$ cat src/rtl/spi_pkg.sv
// rtl/spi_pkg.sv - shared opcodes, widths and FSM state type for the SPI master
package spi_pkg;
    localparam int CMD_W  = 10;
    localparam int DATA_W = 8;

    localparam logic [1:0] OP_WR_ADDR = 2'b00;
    localparam logic [1:0] OP_WR_DATA = 2'b01;
    localparam logic [1:0] OP_RD_ADDR = 2'b10;
    localparam logic [1:0] OP_RD_DATA = 2'b11;

    typedef enum logic [2:0] {
        ST_IDLE,
        ST_SELECT,
        ST_CHK,
        ST_SHIFT,
        ST_TURN,
        ST_CAPTURE,
        ST_DONE,
        ST_GAP_W
    } state_e;
endpackage

$ cat src/rtl/spi_shift_reg.sv
// rtl/spi_shift_reg.sv - parallel-load shift register, MSB-first out, serial-in at the LSB
module spi_shift_reg #(
    parameter int W = 8
) (
    input  logic         clk,
    input  logic         rst_n,
    input  logic         load_i,
    input  logic [W-1:0] load_data_i,
    input  logic         shift_i,
    input  logic         ser_i,
    output logic [W-1:0] par_o
);
    logic [W-1:0] sr_q, sr_d;

    always_comb begin
        sr_d = sr_q;
        if (load_i) begin
            sr_d = load_data_i;
        end else if (shift_i) begin
            sr_d = {sr_q[W-2:0], ser_i};
        end
    end

    always_ff @(posedge clk or negedge rst_n) begin
        if (!rst_n) begin
            sr_q <= '0;
        end else begin
            sr_q <= sr_d;
        end
    end

    assign par_o = sr_q;
endmodule

$ cat src/rtl/spi_master_ctrl.sv
// rtl/spi_master_ctrl.sv - SPI master: serialises 10-bit commands, captures read-data replies
// Optional read-sequence checking with cmd_err: SPI_MASTER_SEQ_CHECK_EN
module spi_master_ctrl
    import spi_pkg::*;
#(
    parameter int TURNAROUND = 3,
    parameter int GAP        = 1
) (
    input  logic              clk,
    input  logic              rst_n,
    input  logic              cmd_valid,
    output logic              cmd_ready,
    input  logic [CMD_W-1:0]  cmd_data,
    input  logic              MISO,
    output logic              MOSI,
    output logic              SS_n,
    output logic              rd_valid,
    output logic [DATA_W-1:0] rd_data,
    output logic              busy
`ifdef SPI_MASTER_SEQ_CHECK_EN
    ,
    output logic              cmd_err
`endif
);
    localparam logic [3:0] TURN_LAST = 4'(TURNAROUND - 1);
    localparam logic [3:0] GAP_LAST  = 4'(GAP - 1);

    state_e             state_q, state_d;
    logic [3:0]         cnt_q, cnt_d;
    logic [1:0]         op_q, op_d;
    logic [DATA_W-1:0]  rd_data_q, rd_data_d;
    logic [CMD_W-1:0]   tx_par;
    logic [DATA_W-1:0]  rx_par;
    logic               accept;
    logic               reject;

    assign cmd_ready = (state_q == ST_IDLE);
    assign busy      = ~cmd_ready;
    assign accept    = cmd_valid && cmd_ready;

`ifdef SPI_MASTER_SEQ_CHECK_EN
    logic rd_addr_seen_q, rd_addr_seen_d;
    logic cmd_err_q;

    assign reject = (cmd_data[CMD_W-1 -: 2] == OP_RD_DATA) && !rd_addr_seen_q;

    always_comb begin
        rd_addr_seen_d = rd_addr_seen_q;
        if (accept && cmd_data[CMD_W-1 -: 2] == OP_RD_ADDR) begin
            rd_addr_seen_d = 1'b1;
        end else if (state_q == ST_DONE) begin
            rd_addr_seen_d = 1'b0;
        end
    end

    always_ff @(posedge clk or negedge rst_n) begin
        if (!rst_n) begin
            rd_addr_seen_q <= 1'b0;
            cmd_err_q      <= 1'b0;
        end else begin
            rd_addr_seen_q <= rd_addr_seen_d;
            cmd_err_q      <= accept && reject;
        end
    end

    assign cmd_err = cmd_err_q;
`else
    assign reject = 1'b0;
`endif

    spi_shift_reg #(.W(CMD_W)) u_tx_sr (
        .clk         (clk),
        .rst_n       (rst_n),
        .load_i      (accept),
        .load_data_i (cmd_data),
        .shift_i     (state_q == ST_SHIFT),
        .ser_i       (1'b0),
        .par_o       (tx_par)
    );

    // Capture register is cleared on accept so a stale reply never leaks into a new frame.
    spi_shift_reg #(.W(DATA_W)) u_rx_sr (
        .clk         (clk),
        .rst_n       (rst_n),
        .load_i      (accept),
        .load_data_i ('0),
        .shift_i     (state_q == ST_CAPTURE),
        .ser_i       (MISO),
        .par_o       (rx_par)
    );

    logic unused_tx_low;
    assign unused_tx_low = ^tx_par[CMD_W-2:0];

    always_comb begin
        state_d   = state_q;
        cnt_d     = cnt_q;
        op_d      = op_q;
        rd_data_d = rd_data_q;
        unique case (state_q)
            ST_IDLE: begin
                if (accept) begin
                    op_d    = cmd_data[CMD_W-1 -: 2];
                    cnt_d   = reject ? GAP_LAST : 4'd0;
                    state_d = reject ? ST_GAP_W : ST_SELECT;
                end
            end
            ST_SELECT: state_d = ST_CHK;
            ST_CHK: begin
                cnt_d   = 4'd0;
                state_d = ST_SHIFT;
            end
            ST_SHIFT: begin
                if (cnt_q == 4'(CMD_W - 1)) begin
                    cnt_d   = 4'd0;
                    state_d = (op_q == OP_RD_DATA) ? ST_TURN : ST_GAP_W;
                end else begin
                    cnt_d = cnt_q + 4'd1;
                end
            end
            ST_TURN: begin
                if (cnt_q == TURN_LAST) begin
                    cnt_d   = 4'd0;
                    state_d = ST_CAPTURE;
                end else begin
                    cnt_d = cnt_q + 4'd1;
                end
            end
            ST_CAPTURE: begin
                if (cnt_q == 4'(DATA_W - 1)) begin
                    cnt_d   = 4'd0;
                    state_d = ST_DONE;
                end else begin
                    cnt_d = cnt_q + 4'd1;
                end
            end
            ST_DONE: begin
                // DONE already counts as the first high cycle of the gap.
                rd_data_d = rx_par;
                if (GAP_LAST == 4'd0) begin
                    state_d = ST_IDLE;
                end else begin
                    cnt_d   = 4'd1;
                    state_d = ST_GAP_W;
                end
            end
            ST_GAP_W: begin
                if (cnt_q == GAP_LAST) begin
                    cnt_d   = 4'd0;
                    state_d = ST_IDLE;
                end else begin
                    cnt_d = cnt_q + 4'd1;
                end
            end
            default: state_d = ST_IDLE;
        endcase
    end

    always_ff @(posedge clk or negedge rst_n) begin
        if (!rst_n) begin
            state_q   <= ST_IDLE;
            cnt_q     <= 4'd0;
            op_q      <= 2'b00;
            rd_data_q <= '0;
        end else begin
            state_q   <= state_d;
            cnt_q     <= cnt_d;
            op_q      <= op_d;
            rd_data_q <= rd_data_d;
        end
    end

    assign SS_n     = !(state_q inside {ST_SELECT, ST_CHK, ST_SHIFT, ST_TURN, ST_CAPTURE});
    assign MOSI     = (state_q == ST_CHK || state_q == ST_SHIFT) ? tx_par[CMD_W-1] : 1'b0;
    assign rd_valid = (state_q == ST_DONE);
    assign rd_data  = (state_q == ST_DONE) ? rx_par : rd_data_q;
endmodule

$ cat config.mk
export PLATFORM = sky130hd
export DESIGN_NAME = spi_master_ctrl
export DESIGN_NICKNAME = d
export VERILOG_FILES = /design/src/rtl/spi_pkg.sv /design/src/rtl/spi_shift_reg.sv /design/src/rtl/spi_master_ctrl.sv
export SDC_FILE = /design/constraint.sdc
export NUM_CORES = 1
export LEC_CHECK = 0
export ABC_AREA = 1
export ABC_CLOCK_PERIOD_IN_PS = 4700
export CAP_MARGIN = 20
export CORE_UTILIZATION = 50
export CTS_CLUSTER_SIZE = 40
export DETAILED_ROUTE_END_ITERATION = 8
export MAX_ROUTING_LAYER = met4
export PLACE_DENSITY = 0.78
export SYNTH_ARGS = -nofsm -noshare
export SYNTH_HDL_FRONTEND = slang
export SYNTH_HIERARCHICAL = 1
export SYNTH_SLANG_ARGS = --single-unit
$ cat constraint.sdc
create_clock -name clk -period 4.7 [get_ports clk]
set_input_delay 0.94 -clock clk [delete_from_list [all_inputs] [get_ports clk]]
set_output_delay 0.94 -clock clk [all_outputs]
set_load 0.005 [all_outputs]
==> results of run 1 <==
flip-flops by register name, indices dropped and copies added (netlist names):
name and flops:
rd_data_q 8, cnt_q 4, op_q 2, u_tx_sr/par_o 10, u_rx_sr/par_o 8, state_q 3
cells by family (layout without fill, tap and decap cells):
| group | Yosys count | in the layout | share of synthesized area, % |
|---|---|---|---|
| and+or+nand+nor | 162 | 162 | 39.8 |
| xor gates and xnor gates | 2 | 2 | 0.950 |
| AOI/OAI and AO/OA | 8 | 8 | 2.37 |
| DFF | 35 | 35 | 47.5 |
| buffers and inverters | 21 | 50 | 6.51 |
| adders and majority gates | 4 | 4 | 2.71 |
| other | 1 | 9 | 0.203 |
cell type report:
type,instances,area [um2]
tap,46,57.6
fill,310,1220
timing repair buffer,27,268
multi-input combinational,185,878
inverter,15,56.3
sequential,35,876
clock inverter,2,12.5
clock buffer,6,72.6
worst min-delay path, stage by stage (launching register included):
cell,delay (ns)
sky130_fd_sc_hd__dfrtp_1,0.34
sky130_fd_sc_hd__nand2_1,0.05
sky130_fd_sc_hd__nand3_1,0.05
report_power, final:
group	switching, mW	internal (mW)
sequential	0.109	0.435
combinational	0.371	0.282
clock	0.108	0.103
metal layers:
layer  global-route usage [%]  share of wire [%]
met1                     29.0                 49
met2                     32.5                 47
met3                     6.57                3.3
met4                     7.85               0.80
met5                        -                  0
final timing paths:
check | startpoint | end | slack [ns] | cells after the start
max | state_q[2] | rd_data[7] | 1.68 | 7
min | u_tx_sr/par_o[9] | u_tx_sr/par_o[9] | 0.48 | 2
max reg2reg | state_q[2] | u_tx_sr/par_o[1] | 2.83 | 7
min reg2reg | u_tx_sr/par_o[9] | u_tx_sr/par_o[9] | 0.48 | 2
max in group asynchronous | rst_n | op_q[1] | 3.33 | 2
min in group asynchronous | rst_n | cnt_q[2] | 1.07 | 2
layout by cell type (no fill, tap or decap):
master,instances
sky130_fd_sc_hd__clkinv_2,1
sky130_fd_sc_hd__nor2_8,1
sky130_fd_sc_hd__a21oi_1,2
sky130_fd_sc_hd__clkdlybuf4s50_1,26
sky130_fd_sc_hd__nand3_2,2
sky130_fd_sc_hd__inv_2,6
sky130_fd_sc_hd__nor2_1,11
sky130_fd_sc_hd__and3_1,1
sky130_fd_sc_hd__o21ai_2,1
sky130_fd_sc_hd__clkinvlp_4,1
sky130_fd_sc_hd__nand3_1,46
sky130_fd_sc_hd__nand2_1,92
sky130_fd_sc_hd__dfrtp_1,35
sky130_fd_sc_hd__nor3b_1,1
sky130_fd_sc_hd__or2_4,1
sky130_fd_sc_hd__nor2_2,2
sky130_fd_sc_hd__clkbuf_8,5
sky130_fd_sc_hd__buf_4,1
sky130_fd_sc_hd__o21ai_0,1
sky130_fd_sc_hd__nor2_4,2
sky130_fd_sc_hd__nand2_2,3
sky130_fd_sc_hd__conb_1,9
sky130_fd_sc_hd__inv_1,9
sky130_fd_sc_hd__o21ai_1,4
sky130_fd_sc_hd__clkbuf_1,1
sky130_fd_sc_hd__xor2_1,2
sky130_fd_sc_hd__ha_1,4
==> results.txt, run 1 <==
The flow ran to the end, and the final reports show no timing, DRC or antenna violations. The clock insertion delay at the later pin of the skew report was 0.29 ns; the post-layout instance count excluding filler cells was 316. After legalization and detailed placement, the total HPWL measured 2.54 mm. The post-placement cell count was 308; the number of buffer cells added on primary ports was 26. Clock transition at the registers of the reported paths: 0.07 ns. Yosys printed 6 warnings. The logs give 1,401 for the number of global-route vias before repair and 0 for the post-cts repair resize count.

The detail route stage leaves a number of antenna-violating nets equal to 0. The maximum clock frequency was 331 MHz; the total buffers and inverters traversed by the critical path was 3. The largest single stage delay on the critical path is 0.52 ns. With fillers left out, the area of the finished cells amounts to 2220 um2.

The number of max-cap violations is 0, and the count of flip-flops with a built-in enable after synthesis is 0. The worst path uses 64.3% of the clock period. Sequential cells were found to cover 47.5% of the synthesized design area. The vias after detailed routing was 1,541. The mean number of vias per cell was 4.88; the global-route wire length before repair was 6.50 mm. In this run the biggest area consumer among cell types represents 47.5% of the synthesized area. The area growth from synthesis to layout is 20.4%. The total cell area at the placement stage is 2140 um2.

Summing every instance area after synthesis gives 1840 um2. Along the worst path, the maximum fanout reaches 10. Sorting the synthesized cells by how often they occur yields sky130_fd_sc_hd__nand2_1, sky130_fd_sc_hd__nand3_1, sky130_fd_sc_hd__dfrtp_1. The floorplan step defined a core boundary enclosing 3440 um2. Setup violations remaining at the end of the flow were counted as 0. The pre-antenna-repair detailed-routing pass consisted of 4 iterations.

The slew at the pin closest to its max-slew limit works out to 0.584 ns. The worst setup path is of the flip-flop to output pin kind. The worst slew margin relative to its limit is 61.0%. For the final routed database, the setup TNS stands at 0 ns. The leading cell type by number of instances after synthesis is sky130_fd_sc_hd__nand2_1. The die covers 3940 um2. The clock arrives with 0.00303 ns of skew. The initial utilization of the core area, before any placement, comes to 53.6%. The most numerous cell type found on the critical path is sky130_fd_sc_hd__nand2_1. The run gives 0 as the total global routing overflow.

The depth of the CTS H-tree is 2. The worst setup path is launched from a flip-flop. The tools report the highest ir drop seen on vdd as 0.000292 V. For the overall power consumption, the log shows 1.41 mW.

The clock drives 35 sinks. The worst path meets setup with 1.68 ns of slack. Cells fill 64.5% of the core in the end.

The final hold slack is 0.478 ns, and the per-instance average area after synthesis is 7.92 um2. In this run the static leakage power is 1.12 nW. Setup repair after global routing left no endpoint under its margin.

Counting the buffers created by CTS gives 5. Summed over all instances, the cell type with the most area after synthesis is sky130_fd_sc_hd__dfrtp_1. The worst setup path is captured at an output pin. The power per cell area is 634 nW/um2, and the antenna diode count is 0.

TritonCTS built the clock tree. The tools report the net count of the finished layout as 287. The hold violation total from the final report is 0.

Count of pins on the block boundary: 27. The congestion estimate from routability-driven global placement came to 0.920. The final layout contains routed wiring with a total length of 3.52 mm. The pin count of the biggest net entering global routing was 36; the number of max-slew violations in the final report was 0. The global routing usage summed across all routing layers is 22.1%. Hold repair after CTS inserted 0 buffers. The min-delay analysis places its worst path in the category flip-flop to flip-flop. After detailed routing, the average wire length per cell comes to 11.1 um.

The longest clock path from root to sink contains 2 buffers. The required time of the worst setup path is 3.76 ns, and the worst setup slack after placement is 2.01 ns. Remaining routing DRC violations: 0. The die boundary width came out at 62.7 um. After synthesis, the netlist uses 23 different library cells. Counting I/O delays and the setup requirement, the final critical path takes 3.02 ns. The most used flip-flop cell after synthesis is sky130_fd_sc_hd__dfrtp_1. For this block, the initial DRC count from the detailed router was 79. The share of synthesized registers carrying an async set or reset was 100%. The run gives 233 as the synthesized netlist cell count. For this design, the slowest cell found on the critical path is sky130_fd_sc_hd__dfrtp_1. The fraction of final layout cells with drive strength greater than 1 works out to 9.63%. In this run the clock root is driven by a sky130_fd_sc_hd__clkbuf_8.

The number of synthesized register bits was 35. The family with the most delay on the worst path is buffers and inverters. The signal on the critical path passes through nand2_1 -> inv_2 -> nand2_2 -> inv_2 -> nand2_1 -> nand2_1 -> clkdlybuf4s50_1. The number of antenna violations at the first check in global routing is 0.

The height of the die works out to 62.7 um. The initialized floorplan defines 21 standard-cell rows. At the worst endpoint, the arrival time is 2.08 ns. In the post-synthesis netlist, the biggest area contributors are sky130_fd_sc_hd__dfrtp_1, sky130_fd_sc_hd__nand2_1, sky130_fd_sc_hd__nand3_1, sky130_fd_sc_hd__buf_6, sky130_fd_sc_hd__ha_1. The number of buffers added for setup after CTS came out at 0.
Power figures use the tool's default switching activity.
==> run 2, diff against run 1 <==
ABC_CLOCK_PERIOD_IN_PS = 2700   (was 4700)
CORE_UTILIZATION = 48   (was 50)
PLACE_DENSITY = 0.79   (was 0.78)
clock period = 2.7 ns   (was 4.7 ns; I/O delays follow)
==> results.txt, run 2 (synthesis gave the netlist of run 1 again) <==
The run finished with clean final reports. Die boundary width: 64.0 um (+2.0%). For the aggregate negative setup slack, the log shows 0 ns (unchanged). The logs give 0.178 ns (-1.50 ns) for the worst setup slack after layout and 312 (+1.3%) for the post-placement cell count. The setup slack of the most critical reg-to-reg path came out at 0.91 ns (-1.92 ns). The leakage dissipation is 1.14 nW (+1.7%). In this run the most used layer during global routing was met2. The height of the die is 64.0 um (+2.0%). The library cells used most frequently in the layout, excluding fill and tap cells, are sky130_fd_sc_hd__nand2_1, sky130_fd_sc_hd__nand3_1, sky130_fd_sc_hd__dfrtp_1. The global-route met2 utilization came out at 33.0% (+0.51 points). Number of flip-flops under the largest register name: 10 (unchanged). The pin count of the biggest net entering global routing was 36 (unchanged). The number of antenna violations at the first check in global routing was 0 (unchanged).

For the routability congestion estimate, the log shows 0.946 (+2.8%). The setup path with the least slack is of type flip-flop to output pin. For the vias after detailed routing, the log shows 1,516 (-1.6%). The number of max-slew violations in the final report came out at 0 (unchanged). The startpoint identified for the worst hold timing path is u_tx_sr/par_o[8]. The antenna diode count was 0 (unchanged); the mean number of vias per cell was 4.74 (-2.9%). The depth of the CTS H-tree is 2 (unchanged). The most common cell after layout, fill and taps aside is sky130_fd_sc_hd__nand2_1.

The number of cell rows was 22 (+4.8%); the total cell area at the placement stage was 2150 um2 (+0.82%). The worst setup slack after placement was 0.421 ns (-1.59 ns). Based on the critical path, the design can be clocked at up to 397 MHz. Area overhead of the layout relative to synthesis: 22.3%.

The tools report the number of buffers added for setup after CTS as 0 (unchanged). The effective utilization at floorplan was 50.4% (-3.2 points); the final setup violation count was 0 (unchanged). The clock transition at the registers of the reported paths is 0.07 ns (about the same), and the post-cts repair resize count is 0 (unchanged). The logs give 0.482 ns (+0.00432 ns) for the final hold slack and 67 (-15%) for the number of design-rule violations left by the first detailed-router iteration. The highest ir drop seen on vdd is 0.000566 V (+94%).

The fraction of final layout cells with drive strength greater than 1 was 10.7% (+1.0 points). The run gives 1.98 ns (-0.10 ns) as the arrival time of the worst setup path. The run gives 0.28 ns (about the same) as the clock insertion delay at the later pin of the skew report.

TritonCTS built the clock tree. The number of buffer cells added on primary ports is 26 (unchanged), and the time the final worst path needs with I/O delays and setup is 2.52 ns. For the hold violation total from the final report, the log shows 0 (unchanged). The run gives 2.59 mm (+2.0%) as the half-perimeter wire length after placement. In this run the worst hold path is classified as flip-flop to flip-flop.

The global-route wire length before repair came out at 6.42 mm (-1.2%). The number of cells traversed by the worst hold path came out at 2 (unchanged). The tools report the number of sinks driven by the clock tree as 35 (unchanged). The end of the worst register-to-register path was u_tx_sr/par_o[3]. The top fanout value on the critical path is 10 (unchanged). The global routing usage on met3 was 5.00% (-1.6 points); the total wirelength of the detailed-routed design was 3.55 mm (+0.77%).

For the core utilization of the finished layout, the log shows 61.6% (-2.9 points). Count of pins on the block boundary: 27 (unchanged). Setup repair after global routing left no endpoint under its margin.

The routed length per instance works out to 11.1 um (-0.49%). The tools report the source of the worst register-to-register timing path as state_q[2]. The post-route cell area is 2250 um2 (+1.5%), and the number of global-route vias before repair is 1,429 (+2.0%).

The number of nets with antenna violations after routing came out at 0 (unchanged). The number of buffers inserted during clock tree synthesis was 5 (unchanged); the die outline area was 4090 um2 (+4.0%). The count of hold-fix buffers inserted at cts was 0 (unchanged); the number of max-cap violations was 0 (unchanged). Required time of the worst setup path: 2.16 ns (-1.60 ns). The tools report the total iterations of the first detailed-routing run as 4 (unchanged). The kind of start point of the critical path is a flip-flop. Overall power consumption: 2.51 mW (+79%). The logs give 320 (+1.3%) for the post-layout instance count excluding filler cells and 21.1% (-0.96 points) for the global routing usage summed across all routing layers.

For the met1 usage, the log shows 26.4% (-2.6 points). The tree is rooted in a sky130_fd_sc_hd__clkbuf_8. The run gives 0 (unchanged) as the remaining routing DRC violations. Net count of the finished layout: 289 (+0.70%).

Total global routing overflow: 0 (unchanged). For hold timing, the worst endpoint is u_tx_sr/par_o[8]. Of the available clock period, the critical path in the final layout requires 93.4%.

The number of cells on the worst reg-to-reg path works out to 7 (unchanged). The area of the core was 3660 um2 (+6.4%); the worst clock skew on the final layout was 0.00927 ns (+0.00623 ns). The power per cell area works out to 1120 nW/um2 (+76%).

The run gives 2 (unchanged) as the worst-case clock buffer depth. Element type at the critical path end: an output pin.
==> run 2: per-layer routing <==
| metal | routed length (um) | part of all wire (%) | vias to the layer above |
|---|---|---|---|
| li1 | - | - | 813 |
| met5 | 0 | 0 | - |
| met2 | 1780 | 50 | 21 |
| met1 | 1620 | 46 | 677 |
| met3 | 106 | 3.0 | 5 |
| met4 | 41 | 1.2 | 0 |
==> run 2: power by group <==
| part | switching, mW | leakage [nW] | internal, mW |
|---|---|---|---|
| registers | 0.159 | 0.443 | 0.760 |
| clock network | 0.173 | 0.0515 | 0.233 |
| logic | 0.682 | 0.645 | 0.508 |
==> run 2: critical path, cell delays in order (launching register included) <==
cell,delay (ns)
sky130_fd_sc_hd__dfrtp_1,0.47
sky130_fd_sc_hd__nand2_1,0.17
sky130_fd_sc_hd__inv_2,0.09
sky130_fd_sc_hd__nand2_2,0.13
sky130_fd_sc_hd__inv_2,0.18
sky130_fd_sc_hd__nand2_1,0.08
sky130_fd_sc_hd__nand2_1,0.08
sky130_fd_sc_hd__clkdlybuf4s50_1,0.51
==> run 2: layout make-up <==
cell class | instances | area [um2]
fillers | 343 | 1410
multi-input cells | 185 | 878
flip-flops and latches | 35 | 877
repair buffers | 29 | 283
clock buffers | 8 | 100
well taps | 48 | 60.1
inverters | 15 | 56.3
==> run 2: how the worst max path moves through the flow <==
stage / startpoint / endpoint / depth (start not counted)
2_1_floorplan: state_q[2] / SS_n / 5
3_3_place_gp: state_q[2] / rd_data[6] / 7
3_5_place_dp: state_q[2] / rd_data[4] / 7
4_1_cts: state_q[2] / rd_data[4] / 7
5_1_grt: state_q[1] / rd_data[0] / 7
6_report: state_q[1] / rd_data[4] / 7
==> run 3, diff against run 2 <==
PLACE_DENSITY = 0.75   (was 0.79)
==> results.txt, run 3 (synthesis gave the netlist of run 1 again) <==
The run gives 22 (unchanged) as the number of cell rows. The worst setup path is captured at an output pin. The critical path is of the flip-flop to output pin type.

The power per cell area was 1120 nW/um2 (+0.53%). The most common cell after layout, fill and taps aside is sky130_fd_sc_hd__nand2_1. For the number of max-slew violations in the final report, the log shows 0 (unchanged). The depth of the CTS H-tree was 2 (unchanged).

Half-perimeter wire length after placement: 2.68 mm (+3.3%). Number of cells on the worst reg-to-reg path: 8 (+1). Clock transition at the registers of the reported paths: 0.07 ns (about the same). The number of buffers inserted during clock tree synthesis was 5 (unchanged). Clock tree synthesis selected as its root buffer the cell sky130_fd_sc_hd__clkbuf_8. The logs give 1,543 (+1.8%) for the vias after detailed routing and 1.03 mW (+1.6%) for the switching power. The arrival time of the worst setup path is 2.00 ns (+0.02 ns), and the hold violation total from the final report is 0 (unchanged). The number of antenna violations at the first check in global routing was 0 (unchanged); the maximum single-stage delay on the critical path was 0.52 ns (about the same). Maximum clock frequency: 394 MHz (-0.60%). For the final setup violation count, the log shows 0 (unchanged). The run gives 0 (unchanged) as the count of hold-fix buffers inserted at cts.

Number of flip-flops under the largest register name: 10 (unchanged). The height of the die was 64.0 um (unchanged); the fraction of final layout cells with drive strength greater than 1 was 11.0% (+0.33 points). The die boundary width works out to 64.0 um (unchanged).

The run gives 21.5% (+0.40 points) as the global routing usage summed across all routing layers. The run gives 35 (unchanged) as the number of sinks driven by the clock tree. The routability congestion estimate is 0.867 (-8.3%), and the post-cts repair resize count is 0 (unchanged).

Class of the worst hold path: flip-flop to flip-flop. The run gives 344 (+0.29%) as the number of filler cells placed in the layout. Time the final worst path needs with I/O delays and setup: 2.54 ns (+0.0152 ns). The highest-delay cell along the critical path is sky130_fd_sc_hd__clkdlybuf4s50_1.

The run gives 3.72 mm (+4.7%) as the total wirelength of the detailed-routed design. Kind of start point of the critical path: a flip-flop. The tools report the net count of the finished layout as 290 (+0.35%). The run gives 3660 um2 (unchanged) as the area of the core. The cell seen most often among critical-path stages was sky130_fd_sc_hd__nand2_1. The tools report the aggregate negative setup slack as 0 ns (unchanged). Leaving out fill and tap cells, the most frequent cells in the layout are sky130_fd_sc_hd__nand2_1, sky130_fd_sc_hd__nand3_1, sky130_fd_sc_hd__dfrtp_1. The routed length per instance was 11.6 um (+4.4%); the share of power burned in registers was 36.3% (-0.2 points).

TritonCTS built the clock tree. The logs give 2 (unchanged) for the worst-case clock buffer depth and 1.15 nW (+0.47%) for the leakage dissipation. For the number of global-route vias before repair, the log shows 1,454 (+1.7%).

The internal power was 1.51 mW (+0.37%); the total global routing overflow was 0 (unchanged). Area of combinational cells with multiple inputs: 878 um2 (unchanged). The mean number of vias per cell is 4.81 (+1.5%), and the fraction of power spent switching nets is 40.6% (+0.29 points).

The area overhead of the layout relative to synthesis came out at 22.7%. The global-route wire length before repair is 6.47 mm (+0.76%). The number of buffer cells added on primary ports is 26 (unchanged), and the worst clock skew on the final layout is 0.00487 ns (-0.00440 ns).

Setup repair after global routing left no endpoint under its margin. Number of max-cap violations: 0 (unchanged). The top fanout value on the critical path was 10 (unchanged); the total iterations of the first detailed-routing run was 4 (unchanged). The signal on the critical path passes through nand2_1 -> inv_2 -> nand2_2 -> inv_2 -> nand2_1 -> nand2_1 -> clkdlybuf4s50_1. The overall power consumption is 2.54 mW (+0.86%). The number of buffers added for setup after CTS came out at 0 (unchanged). The part of the cycle the worst path needs was 94.0% (+0.56 points).

For the clock insertion delay at the later pin of the skew report, the log shows 0.28 ns (about the same). The pin count of the biggest net entering global routing was 36 (unchanged); the die outline area was 4090 um2 (unchanged). For the highest ir drop seen on vdd, the log shows 0.000584 V (+3.3%).

The count of pins on the block boundary was 27 (unchanged). Remaining routing DRC violations: 0 (unchanged). The number of cells traversed by the worst hold path is 2 (unchanged), and the effective utilization at floorplan is 50.4% (unchanged). For the clock network fraction of total power, the log shows 16.1% (about the same).

The flow ran to the end, and the final reports show no timing, DRC or antenna violations. For the register cell area after layout, the log shows 877 um2 (unchanged). The antenna diode count was 0 (unchanged).

The number of design-rule violations left by the first detailed-router iteration came out at 51 (-24%). The run gives 0 (unchanged) as the number of nets with antenna violations after routing. The tools report the combinational share of power as 47.6% (+0.3 points). The tools report the required time of the worst setup path as 2.16 ns (about the same).
==> run 3: critical path: cells and delay by family, from the launching register on <==
kind	cells	cell delay, ns
buf+inv	3	0.78
flops	1	0.47
simple gates	4	0.48
==> run 3: cell type report <==
cell class                 count  area share, %
clock buffer                   8           4.42
multi-input combinational    185           38.8
inverter                      15           2.49
timing repair buffer          30           12.8
sequential                    35           38.8
tap                           48           2.65
==> run 3: worst paths after layout <==
path                                    from  slack, ns          endpoint
worst min register to register  rd_data_q[0]       0.48      rd_data_q[0]
worst max register to register    state_q[2]       0.91  u_rx_sr/par_o[2]
min in group asynchronous              rst_n       0.67        state_q[1]
worst max-delay path              state_q[1]       0.16        rd_data[2]
max in group asynchronous              rst_n       1.70        state_q[2]
worst min-delay path            rd_data_q[0]       0.48      rd_data_q[0]
==> run 3: metal layers <==
metal,GRT usage (%),up-vias,part of all wire [%]
li1,-,811,-
met1,27.0,697,48
met2,33.2,27,47
met3,5.54,8,3.0
met4,8.52,0,1.7
met5,-,-,0
==> run 3: power by group through the flow <==
stage	sequential (mW)	combinational (mW)	clock, mW
floorplan	0.870	0.882	0
global placement	0.919	1.19	0
detailed placement	0.922	1.21	0
CTS	0.916	1.22	0.420
global route	0.950	1.36	0.439
finish	0.920	1.21	0.409
==> run 3: stage by stage <==
step | std cells | hold WS, ns | utilization (%) | area, um2 | setup WS [ns]
2_1_floorplan | 241 | 0.244 | - | 1870 | 1.16
4_1_cts | 321 | 0.480 | 61.8 | 2260 | 0.0994
5_1_grt | 321 | 0.510 | 61.8 | 2260 | 0.0118
3_5_place_dp | 313 | 0.462 | 59.0 | 2160 | 0.450
6_report | 321 | 0.475 | 61.8 | 2260 | 0.163
3_3_place_gp | 313 | 0.465 | 59.0 | 2160 | 0.479
